[config.mk]
export PLATFORM = sky130hd
export DESIGN_NAME = dcache_ctrl
export DESIGN_NICKNAME = d
export VERILOG_FILES = /design/src/rtl/dcache_pkg.sv /design/src/rtl/dcache_ctrl_cache_line_store.sv /design/src/rtl/dcache_ctrl.sv
export SDC_FILE = /design/constraint.sdc
export NUM_CORES = 2
export LEC_CHECK = 0
export CORE_UTILIZATION = 35
export DETAILED_ROUTE_END_ITERATION = 10
export DONT_BUFFER_PORTS = 1
export PLACE_DENSITY = 0.46
export SLEW_MARGIN = 25
export SYNTH_ARGS = -nofsm -noshare
export SYNTH_HDL_FRONTEND = slang
export SYNTH_MEMORY_MAX_BITS = 65536
export SYNTH_SLANG_ARGS = --single-unit
export TNS_END_PERCENT = 20
[constraint.sdc]
create_clock -name clk -period 30.9 [get_ports clk]
set_clock_uncertainty 0.05 [all_clocks]
set_input_delay 4.635 -clock clk [delete_from_list [all_inputs] [get_ports clk]]
set_output_delay 4.635 -clock clk [all_outputs]
set_load 0.05 [all_outputs]
[src/rtl/dcache_pkg.sv]
// Shared definitions for the data cache controller: defaults, state
// encoding and address-field width helpers.
package dcache_pkg;

  localparam int unsigned DEF_DATA_WIDTH    = 32;
  localparam int unsigned DEF_ADDRESS_WIDTH = 30;
  localparam int unsigned DEF_MEMORY_SIZE   = 16;
  localparam int unsigned DEF_BLOCK_SIZE    = 3;
  localparam int unsigned DEF_INDEX_BITS    = 4;
  localparam int unsigned DEF_MEM_LATENCY   = 3;

  // Wide enough for the largest legal latency (15).
  localparam int unsigned CNT_WIDTH = 4;

  typedef enum logic [1:0] {
    IDLE   = 2'd0,
    LOOKUP = 2'd1,
    FILL   = 2'd2,
    WRITE  = 2'd3
  } state_e;

  function automatic int unsigned tag_width(int unsigned memory_size,
                                            int unsigned block_size,
                                            int unsigned index_bits);
    return memory_size - block_size - index_bits;
  endfunction

  function automatic int unsigned line_width(int unsigned data_width,
                                             int unsigned block_size);
    return data_width << block_size;
  endfunction

endpackage

[src/rtl/dcache_ctrl_cache_line_store.sv]
// Valid/tag/data arrays of the direct-mapped cache: combinational read port,
// full-line fill port, single-word update port and flash invalidate.
module cache_line_store
  import dcache_pkg::*;
#(
  parameter int unsigned DATA_WIDTH = DEF_DATA_WIDTH,
  parameter int unsigned BLOCK_SIZE = DEF_BLOCK_SIZE,
  parameter int unsigned INDEX_BITS = DEF_INDEX_BITS,
  parameter int unsigned TAG_WIDTH  = tag_width(DEF_MEMORY_SIZE, DEF_BLOCK_SIZE, DEF_INDEX_BITS)
) (
  input  logic                                         clk,
  input  logic                                         rst,
  input  logic                                         inval,
  input  logic [INDEX_BITS-1:0]                        rd_index,
  output logic                                         rd_valid,
  output logic [TAG_WIDTH-1:0]                         rd_tag,
  output logic [line_width(DATA_WIDTH, BLOCK_SIZE)-1:0] rd_line,
  input  logic                                         fill_en,
  input  logic [INDEX_BITS-1:0]                        fill_index,
  input  logic [TAG_WIDTH-1:0]                         fill_tag,
  input  logic [line_width(DATA_WIDTH, BLOCK_SIZE)-1:0] fill_line,
  input  logic                                         upd_en,
  input  logic [INDEX_BITS-1:0]                        upd_index,
  input  logic [BLOCK_SIZE-1:0]                        upd_offset,
  input  logic [DATA_WIDTH-1:0]                        upd_word
);

  localparam int unsigned LINES      = 1 << INDEX_BITS;
  localparam int unsigned WORDS      = 1 << BLOCK_SIZE;
  localparam int unsigned LINE_WIDTH = line_width(DATA_WIDTH, BLOCK_SIZE);

  logic [LINES-1:0]      valid;
  logic [TAG_WIDTH-1:0]  tags [LINES];
  logic [LINE_WIDTH-1:0] data [LINES];
  logic [LINE_WIDTH-1:0] upd_line;

  assign rd_valid = valid[rd_index];
  assign rd_tag   = tags[rd_index];
  assign rd_line  = data[rd_index];

  // Word update is a read-modify-write of the whole line at upd_index.
  for (genvar g = 0; g < WORDS; g++) begin : g_upd
    assign upd_line[g*DATA_WIDTH +: DATA_WIDTH] =
      (upd_offset == BLOCK_SIZE'(g)) ? upd_word : data[upd_index][g*DATA_WIDTH +: DATA_WIDTH];
  end

  always_ff @(posedge clk or posedge rst) begin
    if (rst) begin
      valid <= '0;
    end else if (inval) begin
      valid <= '0;
    end else if (fill_en) begin
      valid[fill_index] <= 1'b1;
    end
  end

  always_ff @(posedge clk) begin
    if (fill_en) begin
      tags[fill_index] <= fill_tag;
      data[fill_index] <= fill_line;
    end else if (upd_en) begin
      data[upd_index] <= upd_line;
    end
  end

endmodule

[src/rtl/dcache_ctrl.sv]
// Direct-mapped, write-through / no-write-allocate data cache controller with
// a fixed-latency block memory interface and saturating load hit/miss counters.
module dcache_ctrl
  import dcache_pkg::*;
#(
  parameter int unsigned DATA_WIDTH    = DEF_DATA_WIDTH,
  parameter int unsigned ADDRESS_WIDTH = DEF_ADDRESS_WIDTH,
  parameter int unsigned MEMORY_SIZE   = DEF_MEMORY_SIZE,
  parameter int unsigned BLOCK_SIZE    = DEF_BLOCK_SIZE,
  parameter int unsigned INDEX_BITS    = DEF_INDEX_BITS,
  parameter int unsigned MEM_LATENCY   = DEF_MEM_LATENCY
) (
  input  logic                                         clk,
  input  logic                                         rst,
  input  logic                                         req_valid,
  input  logic                                         req_write,
  input  logic [ADDRESS_WIDTH-1:0]                     req_addr,
  input  logic [DATA_WIDTH-1:0]                        req_wdata,
  output logic                                         req_ready,
  output logic                                         resp_valid,
  output logic [DATA_WIDTH-1:0]                        resp_rdata,
  input  logic                                         flush,
  output logic [ADDRESS_WIDTH-1:0]                     mem_addr,
  output logic [DATA_WIDTH-1:0]                        mem_wdata,
  output logic                                         mem_we,
  input  logic [line_width(DATA_WIDTH, BLOCK_SIZE)-1:0] mem_rdata,
  output logic [15:0]                                  hit_count,
  output logic [15:0]                                  miss_count
);

  localparam int unsigned WORDS      = 1 << BLOCK_SIZE;
  localparam int unsigned TAG_WIDTH  = tag_width(MEMORY_SIZE, BLOCK_SIZE, INDEX_BITS);
  localparam int unsigned LINE_WIDTH = line_width(DATA_WIDTH, BLOCK_SIZE);
  localparam logic [CNT_WIDTH-1:0] LAT_INIT = CNT_WIDTH'(MEM_LATENCY - 1);

  state_e                   state;
  logic [CNT_WIDTH-1:0]     cnt;
  logic [ADDRESS_WIDTH-1:0] addr_q;
  logic [DATA_WIDTH-1:0]    wdata_q;
  logic                     write_q;

  logic [BLOCK_SIZE-1:0]    offset_q;
  logic [INDEX_BITS-1:0]    index_q;
  logic [TAG_WIDTH-1:0]     tag_q;

  logic                     rd_valid;
  logic [TAG_WIDTH-1:0]     rd_tag;
  logic [LINE_WIDTH-1:0]    rd_line;
  logic                     hit;
  logic                     last_beat;
  logic                     fill_en;
  logic                     upd_en;
  logic                     inval;

  logic [DATA_WIDTH-1:0]    line_words [WORDS];
  logic [DATA_WIDTH-1:0]    fill_words [WORDS];

  assign offset_q  = addr_q[BLOCK_SIZE-1:0];
  assign index_q   = addr_q[BLOCK_SIZE+INDEX_BITS-1:BLOCK_SIZE];
  assign tag_q     = addr_q[MEMORY_SIZE-1:BLOCK_SIZE+INDEX_BITS];

  assign hit       = rd_valid && (rd_tag == tag_q);
  assign last_beat = (cnt == '0);
  assign fill_en   = (state == FILL) && last_beat;
  assign upd_en    = (state == LOOKUP) && write_q && hit;
  assign inval     = (state == IDLE) && flush;

  assign req_ready = (state == IDLE) && !flush && !rst;
  assign mem_we    = (state == WRITE) && last_beat;
  assign mem_addr  = addr_q;
  assign mem_wdata = wdata_q;

  for (genvar g = 0; g < WORDS; g++) begin : g_words
    assign line_words[g] = rd_line[g*DATA_WIDTH +: DATA_WIDTH];
    assign fill_words[g] = mem_rdata[g*DATA_WIDTH +: DATA_WIDTH];
  end

  cache_line_store #(
    .DATA_WIDTH (DATA_WIDTH),
    .BLOCK_SIZE (BLOCK_SIZE),
    .INDEX_BITS (INDEX_BITS),
    .TAG_WIDTH  (TAG_WIDTH)
  ) u_store (
    .clk        (clk),
    .rst        (rst),
    .inval      (inval),
    .rd_index   (index_q),
    .rd_valid   (rd_valid),
    .rd_tag     (rd_tag),
    .rd_line    (rd_line),
    .fill_en    (fill_en),
    .fill_index (index_q),
    .fill_tag   (tag_q),
    .fill_line  (mem_rdata),
    .upd_en     (upd_en),
    .upd_index  (index_q),
    .upd_offset (offset_q),
    .upd_word   (wdata_q)
  );

  always_comb begin
    resp_valid = 1'b0;
    resp_rdata = '0;
    unique case (state)
      LOOKUP: if (!write_q && hit) begin
        resp_valid = 1'b1;
        resp_rdata = line_words[offset_q];
      end
      FILL: if (last_beat) begin
        resp_valid = 1'b1;
        resp_rdata = fill_words[offset_q];
      end
      WRITE: if (last_beat) resp_valid = 1'b1;
      default: ;
    endcase
  end

  always_ff @(posedge clk or posedge rst) begin
    if (rst) begin
      state      <= IDLE;
      cnt        <= '0;
      addr_q     <= '0;
      wdata_q    <= '0;
      write_q    <= 1'b0;
      hit_count  <= '0;
      miss_count <= '0;
    end else begin
      unique case (state)
        IDLE: if (req_ready && req_valid) begin
          addr_q  <= req_addr;
          wdata_q <= req_wdata;
          write_q <= req_write;
          state   <= LOOKUP;
        end
        LOOKUP: begin
          if (write_q) begin
            cnt   <= LAT_INIT;
            state <= WRITE;
          end else if (hit) begin
            if (hit_count != '1) hit_count <= hit_count + 16'd1;
            state <= IDLE;
          end else begin
            if (miss_count != '1) miss_count <= miss_count + 16'd1;
            cnt   <= LAT_INIT;
            state <= FILL;
          end
        end
        FILL, WRITE: begin
          if (last_beat) state <= IDLE;
          else           cnt   <= cnt - CNT_WIDTH'(1);
        end
        default: state <= IDLE;
      endcase
    end
  end

endmodule
Yosys cells after proc, flatten, opt, wreduce, memory -nomap -nowiden

Memories as Yosys holds them, arrays and structs flattened.
Index checks and enable logic that the tools add are counted.

Register bits: 117
RAM bits: 4240
Bits of input ports: 323
Output and inout bits: 129
Logic and storage cells: 104
Memories kept: 2

Add/subtract/negate cells: 3
Magnitude comparators: 3
Equality and inequality tests: 17
Mux-type cells: 41
Bitwise logic cells: 5
Reductions and logical operators: 25

Memories:

| name         | words | width | rd ports | clocked after Yosys merged registers in | write ports | RTL line                           | text |
|---|---|---|---|---|---|---|---|
| u_store.data | 16    | 256   | 1        | 0                                       | 1           | dcache_ctrl_cache_line_store.sv:34 | `logic [LINE_WIDTH-1:0] data [LINES];` |
| u_store.tags | 16    | 9     | 1        | 0                                       | 1           | dcache_ctrl_cache_line_store.sv:33 | `logic [TAG_WIDTH-1:0] tags [LINES];` |

Operator list:

| cell                                                                                 | number |
|---|---|
| 32-bit two-way mux                                                                   | 14 |
| 256-bit two-way mux                                                                  | 1 |
| 32-bit binary-select mux with 3-bit select                                           | 2 |
| 32-bit one-hot mux with 2 select lines                                               | 1 |
| 16-bit by 1-bit adder with 16-bit output (second input constant)                     | 2 |
| 16-bit two-way mux                                                                   | 2 |
| 16-bit != test (second input constant)                                               | 2 |
| 16-bit bitwise OR                                                                    | 1 |
| 3-bit equality test (second input constant)                                          | 4 |
| 4-bit two-way mux                                                                    | 3 |
| 1-bit logical AND                                                                    | 11 |
| 9-bit equality test                                                                  | 1 |
| 1-bit two-way mux                                                                    | 9 |
| 2-bit two-way mux                                                                    | 4 |
| 4-bit one-hot mux with 2 select lines                                                | 1 |
| 4-bit AND reduction                                                                  | 2 |
| 3-bit by 2-bit equality test with 1-bit output (second input constant)               | 2 |
| 2-bit one-hot mux with 3 select lines                                                | 1 |
| 4-bit by 5-bit less-than comparator with 1-bit output (second input constant)        | 1 |
| 1-bit binary-select mux with 4-bit select                                            | 1 |
| 1-bit demux with 4-bit select                                                        | 1 |
| 2-bit equality test (second input constant)                                          | 2 |
| 4-bit by 1-bit greater-or-equal comparator with 1-bit output (second input constant) | 1 |
| 4-bit greater-or-equal comparator (second input constant)                            | 1 |
| other kinds (18)                                                                     | 24 |

Longest topological paths before layout

Word-level depth: 8
Mapped depth: 16

By module

From an unflattened synthesis, not the netlist that was laid out.

Cell total of the unflattened synthesis: 8236
Area total of the unflattened synthesis: 171027.8 um2

By module, submodules not included:

| module           | times used | cells an instance | area an instance (um2) | seq. area each (um2) |
|---|---|---|---|---|
| cache_line_store | 1          | 7591              | 162513.4               | 127722.5 |
| dcache_ctrl      | 1          | 645               | 8514.4                 | 2527.4 |

Worst setup path before layout

Ideal clock, no wire load.

Path type: flip-flop to flip-flop
Start: reg addr_q[4] (netlist: mem_addr[4])
End: mem u_store.data[0][0] in the netlist's numbering (enable)
Arrival time: 26751 ps
Required time: 29350 ps
Slack: 2599 ps
Cell stages (with the launch flop): 11
Period minus slack after synthesis: 28301 ps
Cells stage by stage: dfrtp_1 > buf_2 > buf_6 > buf_2 > mux4_2 > mux2i_1 > xor2_1 > nand4_1 > a221oi_2 > a31oi_1 > nor4_1

Cells in the longest elaborated chain, start to end: 8
Elaborated cells between the ends (all ways): 10

Ends and longest elaborated chain:

| item                                                                           | RTL line                                              | text |
|---|---|---|
| start, declared                                                                | dcache_ctrl.sv:38                                     | `logic [ADDRESS_WIDTH-1:0] addr_q;` |
| start signal, assigned                                                         | dcache_ctrl.sv:130                                    | `addr_q <= req_addr;` |
| memory 16 x 9 bit or 1-bit binary-select mux with 4-bit select (tied branches) | n/a                                                   |  |
| 9-bit equality test or 1-bit two-way mux (tied branches)                       | dcache_ctrl.sv:62, dcache_ctrl_cache_line_store.sv:37 |  |
| 1-bit logical AND                                                              | dcache_ctrl.sv:62                                     | `assign hit = rd_valid && (rd_tag == tag_q);` |
| 1-bit logical AND                                                              | dcache_ctrl.sv:65                                     | `assign upd_en = (state == LOOKUP) && write_q && hit;` |
| 1-bit two-way mux                                                              | dcache_ctrl_cache_line_store.sv:61                    | `end else if (upd_en) begin` |
| 1-bit two-way mux                                                              | dcache_ctrl_cache_line_store.sv:58                    | `if (fill_en) begin` |
| 1-bit two-way mux (implied by the code)                                        | dcache_ctrl_cache_line_store.sv:62                    | `data[upd_index] <= upd_line;` |
| 1-bit bitwise OR (no line)                                                     | n/a                                                   |  |
| end, declared                                                                  | dcache_ctrl_cache_line_store.sv:34                    |  |

Several ways; a longest one is shown, not always the timed one. The select of a mux whose other input is x is not followed.

Final worst setup path

Start: reg addr_q[3] (netlist: mem_addr[3])
End: out resp_rdata[4]

Cells in the longest elaborated chain, start to end: 6
Elaborated cells between the ends (all ways): 12

Ends and longest elaborated chain:

| item                                                                          | RTL line                               | text |
|---|---|---|
| memory 16 x 256 bit, or another cell as far along                             | n/a                                    |  |
| 32-bit binary-select mux with 3-bit select, or another cell as far along      | dcache_ctrl.sv:107                     | `resp_rdata = line_words[offset_q];` |
| 32-bit two-way mux (implied by the code) or 1-bit logical AND (tied branches) | dcache_ctrl.sv:107, dcache_ctrl.sv:62  |  |
| 32-bit two-way mux (implied by the code) or 1-bit logical AND (tied branches) | dcache_ctrl.sv:107, dcache_ctrl.sv:105 |  |
| 32-bit two-way mux (*)                                                        | dcache_ctrl.sv:105                     | `LOOKUP: if (!write_q && hit) begin` |
| 32-bit one-hot mux with 2 select lines (*)                                    | dcache_ctrl.sv:104                     | `unique case (state)` |
| end, declared                                                                 | dcache_ctrl.sv:21                      | `output logic [DATA_WIDTH-1:0] resp_rdata,` |

Mark *: on every way between the ends. The rest lies on a longest branch, timed or not. The select of a mux whose other input is x is not followed.

==> qor.csv <==
metric,value,unit
critPathLaunchType,register,
synth-edff-count,4240,
wl,608,mm
finalCritPeriodShare,43.3,%
cp_slowest_cell,dfrtp_4,
relSlewSlack,24.4,%
cp.arrival,8690,ps
grt_usage,23.5,%
whs,436,ps
async_flop_share,2.69,%
final_area,201000,um^2
clock_latency,1040,ps
cts_tree,yes,
drc,0,
syn_area_per_cell,20.2,um^2
crit_path_max_incr_delay,860,ps
crit_path_end_kind,primary output,
grt_start_max_net_pins,111,
ctsResizeCount,0,
layout_common_cells,"4240 x edfxtp_1, 1167 x mux4_2, 670 x nand2_1, 476 x clkbuf_16, 356 x mux2i_1",
syn_inst,8740,
syn-cell-area,177000,um^2
path_max_fanout,97,
fmax,0.0748,GHz
die-area,508000,um^2
initial_core_util,35.2,%
fin_tns_setup,0,ps
place_area,186000,um^2
crit_chain,buf_12 > buf_4 > buf_12 > buf_12 > buf_12 > buf_4 > mux4_2 > mux4_2 > a22oi_1 > nand3_1 > a31oi_1 > o22ai_1 > buf_4,
synth_top_flop_cell,edfxtp_1,
fp-row-count,260,
period_minus_slack,13380,ps
nNetsFinal,9300,
final_max_slew_viol_count,0,
path_class,reg2out,
routedWlPerCell,37.5,um
antenna_found_initial,192,
syn_nets,9071,
setup_viol,0,
ff2ff_setup_slack,21930,ps
fp.dieH,713,um
rsz0062_at_grt,no,
grt_pass1_wl,822,mm
ys_seq_elements,4357,
post_cts_buffers,0,
yosysSeqAreaShare,73.7,%
ioPinCount,452,
via_count,92600,
core_area,502000,um^2
area.growth.synth_to_final,13.8,%
hold_path_class,reg2reg,
htreeDepth,5,
cts_hold_buffers,0,
nFillCells,44800,
grt_overflow_total,0,
drv_cap,0,
grt_pass1_vias,93700,
yosys_warnings,0,
p_per_area,89.8,nW/um^2
hpwl,353,mm
ant_nets,0,
ys_types,64,
cts_root_buf,clkbuf_16,
drive_gt1_share,26.9,%
layout_commonest_cell,edfxtp_1,
max_slew.worst_pin.slew,1130,ps
ir_drop,0.114,mV
first_pass_iters,7,
hold_viol,0,
clkSinkCount,4357,
finish.utilization,40.1,%
gp_congestion,0.775,
drt_iter0_drc,9917,
required,26220,ps
crit_top_cell,buf_12,
clockBufferDepth,4,
path_clk_slew,60,ps
portBuffers,0,
p_total,0.0181,W
status,"finished, final reports clean",
vias_per_cell,5.72,
cts_buffers,469,
die_w,713,um
p_leak,63.6,nW
-- stage by stage --
stage,instances,setup slack [ps]
6_report,16200,17520
5_1_grt,16100,16890
4_1_cts,16000,17270
3_5_place_dp,15200,18460
3_3_place_gp,15200,18410
2_1_floorplan,8740,2600
-- path summary, 6_finish.rpt --
path | startpoint | to | depth (start not counted)
max | mem_addr[3] | resp_rdata[4] | 13
min | u_store.valid[10] | u_store.valid[10] | 1
max reg2reg | mem_addr[3] | u_store.data[9][228] | 17
min reg2reg | u_store.valid[10] | u_store.valid[10] | 1
max in group asynchronous | rst | mem_addr[0] | 2
min in group asynchronous | rst | state[1] | 1
-- registers in the layout (all words and copies together), names as in the netlist, 4 cells and up --
register       cells
cnt                4
hit_count         16
mem_addr          30
mem_wdata         32
miss_count        16
u_store.data    4096
u_store.tags     144
u_store.valid     16
-- cell usage after synthesis, drive strengths merged (2+ instances only) --
| cell type | n | area share (%) |
|---|---|---|
| nand2b | 9 | 0.032 |
| ha | 8 | 0.057 |
| a211o | 4 | 0.020 |
| xor2 | 20 | 0.099 |
| or2 | 3 | 0.011 |
| nor3b | 3 | 0.013 |
| inv | 89 | 0.19 |
| dfrtp | 117 | 1.7 |
| nand2 | 683 | 1.4 |
| a21oi | 167 | 0.47 |
| nand4 | 12 | 0.042 |
| buf | 357 | 1.1 |
| a311o | 2 | 0.011 |
| nor4 | 7 | 0.025 |
| and3 | 12 | 0.042 |
| a221oi | 9 | 0.048 |
| xnor2 | 24 | 0.12 |
| nor3 | 32 | 0.091 |
| o22ai | 117 | 0.41 |
| o41ai | 2 | 0.0099 |
| o221ai | 2 | 0.0099 |
| a22o | 4 | 0.020 |
| o211ai | 3 | 0.013 |
| nor2 | 235 | 0.50 |
| mux2 | 380 | 2.4 |
| mux4 | 1167 | 15 |
| nor4b | 2 | 0.0099 |
| nand3 | 29 | 0.082 |
| clkbuf | 193 | 0.41 |
| a22oi | 28 | 0.12 |
| or4 | 20 | 0.085 |
| o21ai | 217 | 0.61 |
| and2 | 6 | 0.021 |
| mux2i | 431 | 2.4 |
| a31oi | 6 | 0.021 |
| a211oi | 8 | 0.034 |
| nor2b | 12 | 0.042 |
| o31ai | 2 | 0.0085 |
| edfxtp | 4240 | 72 |
| a221o | 4 | 0.023 |
| a2111oi | 21 | 0.10 |
| o22a | 21 | 0.10 |
| o21a | 17 | 0.072 |
| o2111ai | 2 | 0.0099 |
-- cell type report --
class	instances	area (um^2)	area share, %
Sequential cell	4357	130000	64.7
Multi-Input combinational cell	3743	44300	22.0
Clock buffer	607	12500	6.23
Tap cell	6681	8360	4.15
Timing Repair Buffer	308	2640	1.31
Clock inverter	260	2400	1.19
Antenna cell	160	400	0.199
Inverter	90	355	0.177
-- worst max-delay path, delay by kind of cell, from the launching register on --
family / cells / cell delay [ps]
buf+inv: 7 / 4080
mux: 2 / 1120
simple gates: 1 / 220
compound gates: 3 / 650
flops: 1 / 860
-- cell families after synthesis --
kind of cell	share of synthesized area, %
XOR/XNOR	0.218
AND/OR/NAND/NOR	2.47
AO/OA/AOI/OAI	2.16
buffers and inverters	1.70
adder cells (fa/ha/maj)	0.0566
multiplexers	19.7
flip-flops	73.7
-- power by group --
part | switching, W | leakage [nW] | internal [W]
Sequential | 0.000289 | 39.6 | 0.00659
Combinational | 0.00340 | 16.8 | 0.00225
Clock | 0.00236 | 7.27 | 0.00319
-- per-layer routing --
metal | wire (um) | global-route usage, % | vias to the layer above
li1 | - | - | 36600
met1 | 248000 | 31.4 | 50900
met2 | 293000 | 38.4 | 3881
met3 | 46900 | 5.06 | 1089
met4 | 19700 | 7.62 | 74
met5 | 515 | 0 | -
Power figures use the tool's default switching activity.
